[src/rtl/exmem_pkg.sv]
`default_nettype none
// ============================================================================
//  Module   : exmem_pkg
//  Brief    : Shared constants and types for the EX/MEM pipeline register:
//             ALU op codes, MUL hold-counter states, control bundle and its
//             bubble value.
//  Revision : 1.0 - initial release
// ============================================================================
package exmem_pkg;

    // ALU control codes as driven by the ID-stage decoder
    localparam logic [2:0] ALU_AND = 3'b000;
    localparam logic [2:0] ALU_OR  = 3'b001;
    localparam logic [2:0] ALU_ADD = 3'b010;
    localparam logic [2:0] ALU_SUB = 3'b110;
    localparam logic [2:0] ALU_MUL = 3'b011;

    // MUL hold-counter states
    typedef enum logic [0:0] {
        PASS     = 1'b0,
        MUL_WAIT = 1'b1
    } state_t;

    // MEM/WB control bits carried through EX/MEM
    typedef struct packed {
        logic reg_write;
        logic mem_read;
        logic mem_write;
        logic mem_to_reg;
    } ctrl_t;

    // A bubble must never write memory or the register file
    localparam ctrl_t CTRL_BUBBLE = '0;

    // Hold-counter width: at least one bit even for single-cycle MUL
    function automatic int cnt_width(input int lat);
        return (lat <= 2) ? 1 : $clog2(lat);
    endfunction

endpackage
`default_nettype wire

[src/rtl/ex_mem_pipe_mul_hold_ctr.sv]
`default_nettype none
// ============================================================================
//  Module   : mul_hold_ctr
//  Brief    : Tracks a multi-cycle MUL occupying EX. Raises busy while the
//             upstream stages must hold and commit on the cycle the product
//             may be latched into EX/MEM.
//  Revision : 1.0 - initial release
// ============================================================================
module mul_hold_ctr
    import exmem_pkg::*;
#(
    parameter int MUL_LAT = 3
) (
    input  logic clk_i,
    input  logic rst_i,
    input  logic mul_start_i,
    input  logic stall_i,
    input  logic flush_i,
    output logic busy_o,
    output logic commit_o,
    output logic in_wait_o
);

    localparam int CNT_W    = cnt_width(MUL_LAT);
    localparam int CNT_INIT = (MUL_LAT > 1) ? (MUL_LAT - 2) : 0;
    localparam bit MULTI    = (MUL_LAT > 1);

    state_t             r_state_q, w_state_d;
    logic [CNT_W-1:0]   r_cnt_q,   w_cnt_d;

    // State and countdown register
    always_ff @(posedge clk_i) begin
        if (rst_i) begin
            r_state_q <= PASS;
            r_cnt_q   <= '0;
        end else begin
            r_state_q <= w_state_d;
            r_cnt_q   <= w_cnt_d;
        end
    end

    // Next state: flush aborts the MUL, stall freezes the count
    always_comb begin
        w_state_d = r_state_q;
        w_cnt_d   = r_cnt_q;
        if (flush_i) begin
            w_state_d = PASS;
            w_cnt_d   = '0;
        end else if (!stall_i) begin
            case (r_state_q)
                PASS: begin
                    if (mul_start_i && MULTI) begin
                        w_state_d = MUL_WAIT;
                        w_cnt_d   = CNT_W'(CNT_INIT);
                    end
                end
                MUL_WAIT: begin
                    if (r_cnt_q != '0) begin
                        w_cnt_d = r_cnt_q - 1'b1;
                    end else begin
                        w_state_d = PASS;
                    end
                end
                default: begin
                    w_state_d = PASS;
                    w_cnt_d   = '0;
                end
            endcase
        end
    end

    // The start cycle itself stalls; the last wait cycle (cnt==0) commits
    always_comb begin
        in_wait_o = (r_state_q == MUL_WAIT);
        busy_o    = (mul_start_i & MULTI) | (in_wait_o & (r_cnt_q != '0));
        commit_o  = in_wait_o & (r_cnt_q == '0);
    end

endmodule
`default_nettype wire

[src/rtl/ex_mem_pipe.sv]
`default_nettype none
// ============================================================================
//  Module   : ex_mem_pipe
//  Brief    : EX/MEM pipeline register with MUL hold control, MEM stall,
//             flush and valid bookkeeping.
//             Optional macro EXMEM_PERF_CNT_EN adds perf_stall_o, a
//             saturating count of MUL-induced stall cycles.
//  Revision : 1.0 - initial release
// ============================================================================
module ex_mem_pipe
    import exmem_pkg::*;
#(
    parameter int DATA_W  = 32,
    parameter int REG_AW  = 5,
    parameter int MUL_LAT = 3
) (
    input  logic              clk_i,
    input  logic              rst_i,
    input  logic              valid_i,
    input  logic [2:0]        ALUCtrl_i,
    input  logic [DATA_W-1:0] ALUResult_i,
    input  logic              Zero_i,
    input  logic [DATA_W-1:0] RTdata_i,
    input  logic [REG_AW-1:0] RDaddr_i,
    input  logic              RegWrite_i,
    input  logic              MemRead_i,
    input  logic              MemWrite_i,
    input  logic              MemtoReg_i,
    input  logic              stall_i,
    input  logic              flush_i,
    output logic              valid_o,
    output logic [DATA_W-1:0] ALUResult_o,
    output logic [DATA_W-1:0] RTdata_o,
    output logic              Zero_o,
    output logic [REG_AW-1:0] RDaddr_o,
    output logic              RegWrite_o,
    output logic              MemRead_o,
    output logic              MemWrite_o,
    output logic              MemtoReg_o,
    output logic              ex_stall_o
`ifdef EXMEM_PERF_CNT_EN
    ,
    output logic [31:0]       perf_stall_o
`endif
);

    localparam bit MULTI = (MUL_LAT > 1);

    logic w_is_mul, w_mul_start, w_mul_busy, w_commit, w_in_wait, w_capture;

    logic              r_valid_q,  w_valid_d;
    logic [DATA_W-1:0] r_result_q, w_result_d;
    logic [DATA_W-1:0] r_rtdata_q, w_rtdata_d;
    logic              r_zero_q,   w_zero_d;
    logic [REG_AW-1:0] r_rdaddr_q, w_rdaddr_d;
    ctrl_t             r_ctrl_q,   w_ctrl_d;

    // MUL detection and the load decision: capture on commit or on a
    // single-cycle instruction arriving in PASS, otherwise load a bubble
    always_comb begin
        w_is_mul    = (ALUCtrl_i == ALU_MUL);
        w_mul_start = valid_i & w_is_mul & ~w_in_wait;
        w_capture   = w_commit | (~w_in_wait & valid_i & ~(w_is_mul & MULTI));
        ex_stall_o  = stall_i | (~flush_i & w_mul_busy);
    end

    mul_hold_ctr #(
        .MUL_LAT (MUL_LAT)
    ) u_mul_hold_ctr (
        .clk_i       (clk_i),
        .rst_i       (rst_i),
        .mul_start_i (w_mul_start),
        .stall_i     (stall_i),
        .flush_i     (flush_i),
        .busy_o      (w_mul_busy),
        .commit_o    (w_commit),
        .in_wait_o   (w_in_wait)
    );

    // Register-bank next values: flush > stall > capture/bubble
    always_comb begin
        w_valid_d  = r_valid_q;
        w_result_d = r_result_q;
        w_rtdata_d = r_rtdata_q;
        w_zero_d   = r_zero_q;
        w_rdaddr_d = r_rdaddr_q;
        w_ctrl_d   = r_ctrl_q;
        if (flush_i || (!stall_i && !w_capture)) begin
            w_valid_d  = 1'b0;
            w_result_d = '0;
            w_rtdata_d = '0;
            w_zero_d   = 1'b0;
            w_rdaddr_d = '0;
            w_ctrl_d   = CTRL_BUBBLE;
        end else if (!stall_i) begin
            w_valid_d  = valid_i;
            w_result_d = ALUResult_i;
            w_rtdata_d = RTdata_i;
            w_zero_d   = Zero_i;
            w_rdaddr_d = RDaddr_i;
            w_ctrl_d   = '{reg_write: RegWrite_i, mem_read: MemRead_i,
                           mem_write: MemWrite_i, mem_to_reg: MemtoReg_i};
        end
    end

    // EX/MEM register bank
    always_ff @(posedge clk_i) begin
        if (rst_i) begin
            r_valid_q  <= 1'b0;
            r_result_q <= '0;
            r_rtdata_q <= '0;
            r_zero_q   <= 1'b0;
            r_rdaddr_q <= '0;
            r_ctrl_q   <= CTRL_BUBBLE;
        end else begin
            r_valid_q  <= w_valid_d;
            r_result_q <= w_result_d;
            r_rtdata_q <= w_rtdata_d;
            r_zero_q   <= w_zero_d;
            r_rdaddr_q <= w_rdaddr_d;
            r_ctrl_q   <= w_ctrl_d;
        end
    end

`ifdef EXMEM_PERF_CNT_EN
    logic [31:0] r_perf_q, w_perf_d;

    // Saturating count of stall cycles owed to MUL alone
    always_comb begin
        w_perf_d = r_perf_q;
        if (w_mul_busy && !stall_i && !flush_i && (r_perf_q != 32'hFFFF_FFFF)) begin
            w_perf_d = r_perf_q + 32'd1;
        end
    end

    // Performance counter register; flush does not clear it
    always_ff @(posedge clk_i) begin
        if (rst_i) begin
            r_perf_q <= '0;
        end else begin
            r_perf_q <= w_perf_d;
        end
    end

    assign perf_stall_o = r_perf_q;
`endif

    assign valid_o     = r_valid_q;
    assign ALUResult_o = r_result_q;
    assign RTdata_o    = r_rtdata_q;
    assign Zero_o      = r_zero_q;
    assign RDaddr_o    = r_rdaddr_q;
    assign RegWrite_o  = r_ctrl_q.reg_write;
    assign MemRead_o   = r_ctrl_q.mem_read;
    assign MemWrite_o  = r_ctrl_q.mem_write;
    assign MemtoReg_o  = r_ctrl_q.mem_to_reg;

endmodule
`default_nettype wire

[config.mk]
export PLATFORM = sky130hd
export DESIGN_NAME = ex_mem_pipe
export DESIGN_NICKNAME = d
export VERILOG_FILES = /design/src/rtl/exmem_pkg.sv /design/src/rtl/ex_mem_pipe_mul_hold_ctr.sv /design/src/rtl/ex_mem_pipe.sv
export SDC_FILE = /design/constraint.sdc
export NUM_CORES = 1
export LEC_CHECK = 0
export ABC_CLOCK_PERIOD_IN_PS = 1300
export BUFFER_PORTS_ARGS = -buffer_cell sky130_fd_sc_hd__buf_2
export CAP_MARGIN = 20
export CORE_ASPECT_RATIO = 0.6
export CORE_MARGIN = 4
export CORE_UTILIZATION = 40
export CTS_CLUSTER_DIAMETER = 150
export DETAILED_ROUTE_END_ITERATION = 16
export HOLD_SLACK_MARGIN = 0.06
export PLACE_DENSITY = 0.76
export SLEW_MARGIN = 0
export SYNTH_ARGS = -nofsm -noshare
export SYNTH_HDL_FRONTEND = slang
export SYNTH_SLANG_ARGS = --single-unit
export TNS_END_PERCENT = 5
[constraint.sdc]
create_clock -name clk_i -period 1.3 [get_ports clk_i]
set_input_delay 0.065 -clock clk_i [delete_from_list [all_inputs] [get_ports clk_i]]
set_output_delay 0.065 -clock clk_i [all_outputs]
set_load 0.03 [all_outputs]
# Yosys cells after proc, flatten, opt, wreduce, memory -nomap -nowiden
# Index checks and enable logic that the tools add are counted.
# classes
reduce_logical,9
n_addsub,1
mux,6
bitwise_logic,14
eq_ne,3
# op_table
operator,n
1-bit bitwise AND,7
2-bit two-way mux,2
1-bit NOT,4
2-bit case mux with 2 select lines,1
2-bit OR reduction,2
3-bit by 2-bit == test with 1-bit output (second input constant),1
1-bit bitwise OR,3
3-bit AND reduction,1
1-bit logical NOT,2
2-bit logical NOT,1
1-bit two-way mux,2
2-bit by 1-bit != test with 1-bit output (second input constant),1
2-bit != test (second input constant),1
1-bit case mux with 2 select lines,1
2-bit nonzero test,1
2-bit by 1-bit subtractor with 2-bit output (second input constant),1
1-bit logical AND,1
1-bit logical OR,1
# totals
elab_cells,44
in_bits,82
output_inout_bits,76
register_bits,78

# Logic depth before layout (Yosys ltp)
# logic_depth
depth_word,8
depth_mapped,7
ltp_nobuf,5

# By module
# Synthesis repeated with hierarchy kept, for this count alone.
# unflattened
cells_unflattened,354
area_unflattened_um2,2851.5
# modules_own_cells
mod,cells_per_inst,instances,seq_area_each_um2,area_each_um2
ex_mem_pipe,333,1,1501.4,2657.5
mul_hold_ctr,21,1,60.1,193.9

# Least setup slack after synthesis
# Ideal clock, no wire load.
# synth_path
path_kind,reg2reg
startpoint,reg u_mul_hold_ctr.r_cnt_q[0]
endpoint,"reg r_result_q[10], in the netlist ALUResult_o[10]"
setup_ns,0.115
slack_ns,-0.109
synth_period_minus_slack_ns,1.409
stages_incl_launch_ff,8
path_buffers,2
required_time_ns,1.185
t_arrival_ns,1.294
cell_sequence,dfxtp_1 > inv_1 > ha_1 > a21o_1 > a22oi_2 > buf_6 > buf_6 > nor2_1
# synth_via
elab_chain_cells,7
# synth_lines
element,line,text
"start, declared",ex_mem_pipe_mul_hold_ctr.sv:29,"logic [CNT_W-1:0] r_cnt_q, w_cnt_d;"
"start signal, assigned",ex_mem_pipe_mul_hold_ctr.sv:38,r_cnt_q <= w_cnt_d;
2-bit logical NOT,ex_mem_pipe_mul_hold_ctr.sv:76,commit_o = in_wait_o & (r_cnt_q == '0);
1-bit bitwise AND,ex_mem_pipe_mul_hold_ctr.sv:76,
1-bit bitwise OR,ex_mem_pipe.sv:63,w_capture = w_commit | (~w_in_wait & valid_i & ~(w_is_mul & MULTI));
1-bit logical NOT,ex_mem_pipe.sv:88,if (flush_i || (!stall_i && !w_capture)) begin
1-bit logical AND,ex_mem_pipe.sv:88,
1-bit logical OR,ex_mem_pipe.sv:88,
2-bit OR reduction (no line),--,
"end signal, assigned",ex_mem_pipe.sv:117,r_result_q <= w_result_d;
"end, declared",ex_mem_pipe.sv:52,"logic [DATA_W-1:0] r_result_q, w_result_d;"
# Every way passes these cells.
# A chain may end at the register's enable or synchronous reset.

# Worst setup path after layout
# layout_path
startpoint,reg u_mul_hold_ctr.r_cnt_q[1]
endpoint,"reg r_result_q[0], in the netlist ALUResult_o[0]"
# Same word-level chain as after synthesis.

==> summary.txt <==
Critical path
  – Crit Path Class: reg2reg
  – Reg2Reg Setup Slack: -0.11 ns
  – Critical Path Sink Type: flop
  – CP max FO: 12
  – CP max-delay cell: dfxtp_2
  – Startpoint class of the critical path: flop
  – Worst Setup SP: u_mul_hold_ctr.r_cnt_q[1]
  – Critical path's most frequent cell: buf_6
  – Crit-path cells: inv_2 -> ha_4 -> a21o_1 -> a22oi_2 -> buf_6 -> buf_6 -> nor2_1
  – R2R Path Start: u_mul_hold_ctr.r_cnt_q[1]
  – Required time worst endpoint: about 1.5 ns
  – Critical path depth: 7
  – CP max stage delay: between 0.3 and 0.4 ns
  – Arrival @ worst endpoint: 1.63 ns
  – End of the worst register-to-register path: ALUResult_o[0]
  – Top delay family on crit path: buffers and inverters
  – Critical path buffers and inverters: 3
  – Reg2reg path depth: 7

Pwr
  – Power Total: a little under 6000 uW
  – Leakage: 0.00252 uW
  – Power Density: 1210 nW/um^2
  – VDD IR max: 905 uV

GRT
  – Total gr overflow: 0
  – Initial antenna violation count: 0
  – Total track usage: 20.4%
  – Wire length of the first global-routing pass: 14.1 mm
  – Vias in the first global route: 2,903
  – Pin count of the biggest net entering global routing: 60

Finish
  – Nets: 587
  – Most common cell after layout, fill and taps aside: buf_2
  – Layout cells sized above 1: 38.3%
  – Most frequent cells in the layout: 155 x buf_2, 76 x nor2_1, 75 x dfxtp_1, 75 x mux2i_1, 75 x dlygate4sd3_1
  – Area delta synth->final: 70.3%
  – Number of diodes: 0

Clocking
  – CTS Sinks: around 80
  – H-tree depth: 3
  – Clock root buffer: clkbuf_16
  – Clk slew on worst S/H paths: roughly 0.05 ns
  – Clk_lat worst skew: 0.32 ns
  – TritonCTS buffer count: 9
  – CTS tree: done
  – Clk buf depth: 2

Logic synthesis
  – Synth Cell Area: 2880 sq um
  – Syn Area/Cell: 10.8 sq um
  – Synth Register Bits: 78
  – Post-synth cell types: 21
  – Syn Nets: 351
  – Post-synth top area share: 54.2%
  – Synth top area cells: dfxtp_1 54%, mux2i_1 26%, nor2_1 10%
  – Area leader, netlist: dfxtp_1
  – Post-synthesis sequential area ratio: 54.2%
  – Syn. warnings: 0
  – Mapped Cells: between 200 and 300

STA
  – Post-layout min period: 1.41 ns
  – Final Cycle Share: 109%
  – Setup WS post-layout: -0.114 ns
  – Number of max-slew violations in the final report: 0
  – Slew @ Worst Pin: about 0.39 ns
  – Slew headroom: 73.7%
  – RSZ-0062 raised after global routing: true
  – Final hold violations: 0
  – Clock skew: approximately 0.0033 ns
  – Setup violators final: 78
  – Highest Clock Rate: 0.707 GHz

Floorplanning
  – Io pins: 158
  – Die Width: 118 um
  – Initial Util: between 40 and 50%
  – Placement Rows: 23
  – Die H: 73.7 um
  – Core ar.: 6820 sq um
  – Die area: 8670 sq um

Min path
  – Hold path startpoint: rst_i
  – HP Class: in2reg
  – Hold depth: 3
  – Hold Path Sink: u_mul_hold_ctr.in_wait_o

Detailed routing
  – Metal3 WL: 684 um
  – Metal-1 WL: 3.92 mm
  – DR vias/cell: about 4.7
  – Per-cell routed wire length: 15.3 um
  – Routed wl met2: 4.37 mm
  – Post-route DRC: 0
  – Antenna viol nets, final: 0
  – Post-Route WL: 9.12 mm
  – Top routing layer used: met4
  – Vias: 2,818
  – Detailed Routing Iterations Pass 1: 4
  – DR iter-0 viols: 146

Placed design
  – IO Port Bufs: 157
  – Pre-CTS WS: -0.166 ns
  – GP Congestion: 0.741
  – Final HPWL DP: 5.12 mm

Job
  – Count of maximum capacitance violations: 0

Run status
  – Failing checks: setup timing
  – Outcome: finished with violations
==> worst max path at each step <==
stage	endpoint	slack [ns]
after floorplan	ALUResult_o[10]	-0.02
after global placement	ALUResult_o[28]	-0.13
after detailed placement	RTdata_o[9]	-0.17
after CTS	MemtoReg_o	-0.13
after global routing	ex_stall_o	-0.17
final	ALUResult_o[0]	-0.11
==> kinds of logic after synthesis <==
| group | count (synthesis) | share of synthesized area, % |
|---|---|---|
| buffers and inverters | 20 | 4.78 |
| flip-flops | 78 | 54.2 |
| adder cells (fa/ha/maj) | 1 | 0.434 |
| AND/OR/NAND/NOR | 83 | 11.8 |
| AO/OA/AOI/OAI | 11 | 2.74 |
| multiplexers | 75 | 26.1 |
==> layer usage <==
layer | vias to the layer above | GRT usage, %
met5 | - | 0
met4 | 0 | 6.62
met3 | 15 | 7.31
met2 | 132 | 36.7
met1 | 1298 | 23.2
li1 | 1373 | -
==> Yosys cell counts <==
| cell type | number |
|---|---|
| mux2i_1 | 75 |
| or2_2 | 1 |
| a22oi_2 | 1 |
| a21o_1 | 2 |
| nor2_1 | 77 |
| a41o_1 | 1 |
| ha_1 | 1 |
| a2111oi_0 | 1 |
| a21boi_0 | 1 |
| o21ai_0 | 2 |
| and4b_1 | 1 |
| nor4b_2 | 1 |
| nand3b_1 | 1 |
| nand2_1 | 1 |
| nor4b_1 | 1 |
| buf_4 | 1 |
| a21oi_1 | 3 |
| buf_6 | 6 |
| buf_2 | 11 |
| inv_1 | 2 |
| dfxtp_1 | 78 |
==> state kept, by name (all words and copies together) (netlist names) <==
register	flops
MemRead_o	1
RDaddr_o	5
ALUResult_o	32
RegWrite_o	1
u_mul_hold_ctr.in_wait_o	1
MemWrite_o	1
RTdata_o	32
valid_o	1
Zero_o	1
MemtoReg_o	1
u_mul_hold_ctr.r_cnt_q	2
==> per-stage QoR <==
| stage | setup TNS, ns | util [%] | hold WS [ns] | instance area [sq um] | instances |
|---|---|---|---|---|---|
| 2_1_floorplan | -0.991 | - | 0.209 | 2880 | 268 |
| 3_3_place_gp | -7.60 | 54.7 | 0.292 | 3730 | 501 |
| 3_5_place_dp | -9.31 | 54.7 | 0.304 | 3730 | 501 |
| 4_1_cts | -6.74 | 70.7 | 0.0991 | 4820 | 592 |
| 5_1_grt | -10.98 | 72.0 | 0.142 | 4910 | 596 |
| 6_report | -6.88 | 72.0 | 0.133 | 4910 | 596 |
==> power breakdown <==
| part | internal [uW] | total, uW | leakage, uW | switching (uW) |
|---|---|---|---|---|
| clock network | 1580 | 2470 | 0.000152 | 895 |
| logic | 475 | 959 | 0.00173 | 485 |
| registers | 2470 | 2520 | 0.000636 | 45.5 |
==> worst min-delay path, delay by kind of cell <==
kind / cells / cell delay, ns
compound gates: 1 / 0.14
buf+inv: 1 / 0.12
simple gates: 1 / 0.09
==> final cells by class <==
class                   instances  area (sq um)
flip-flops and latches         78          1570
multi-input cells             170          1210
repair buffers                243          1710
inverters                       2          7.51
clock inverters                 4          45.0
well taps                      87           109
clock buffers                  12           256
fillers                       484          1910
==> timing repair <==
item | in CTS | in global routing
endpoints found under the hold margin | 75 | 0
resized for setup | 13 | 6
pin swaps | 14 | 1
buffers inserted | 0 | 1
endpoints found under the setup margin | 79 | 79
gates cloned | 0 | 3
hold buffers | 75 | 0
Power figures use the tool's default switching activity.
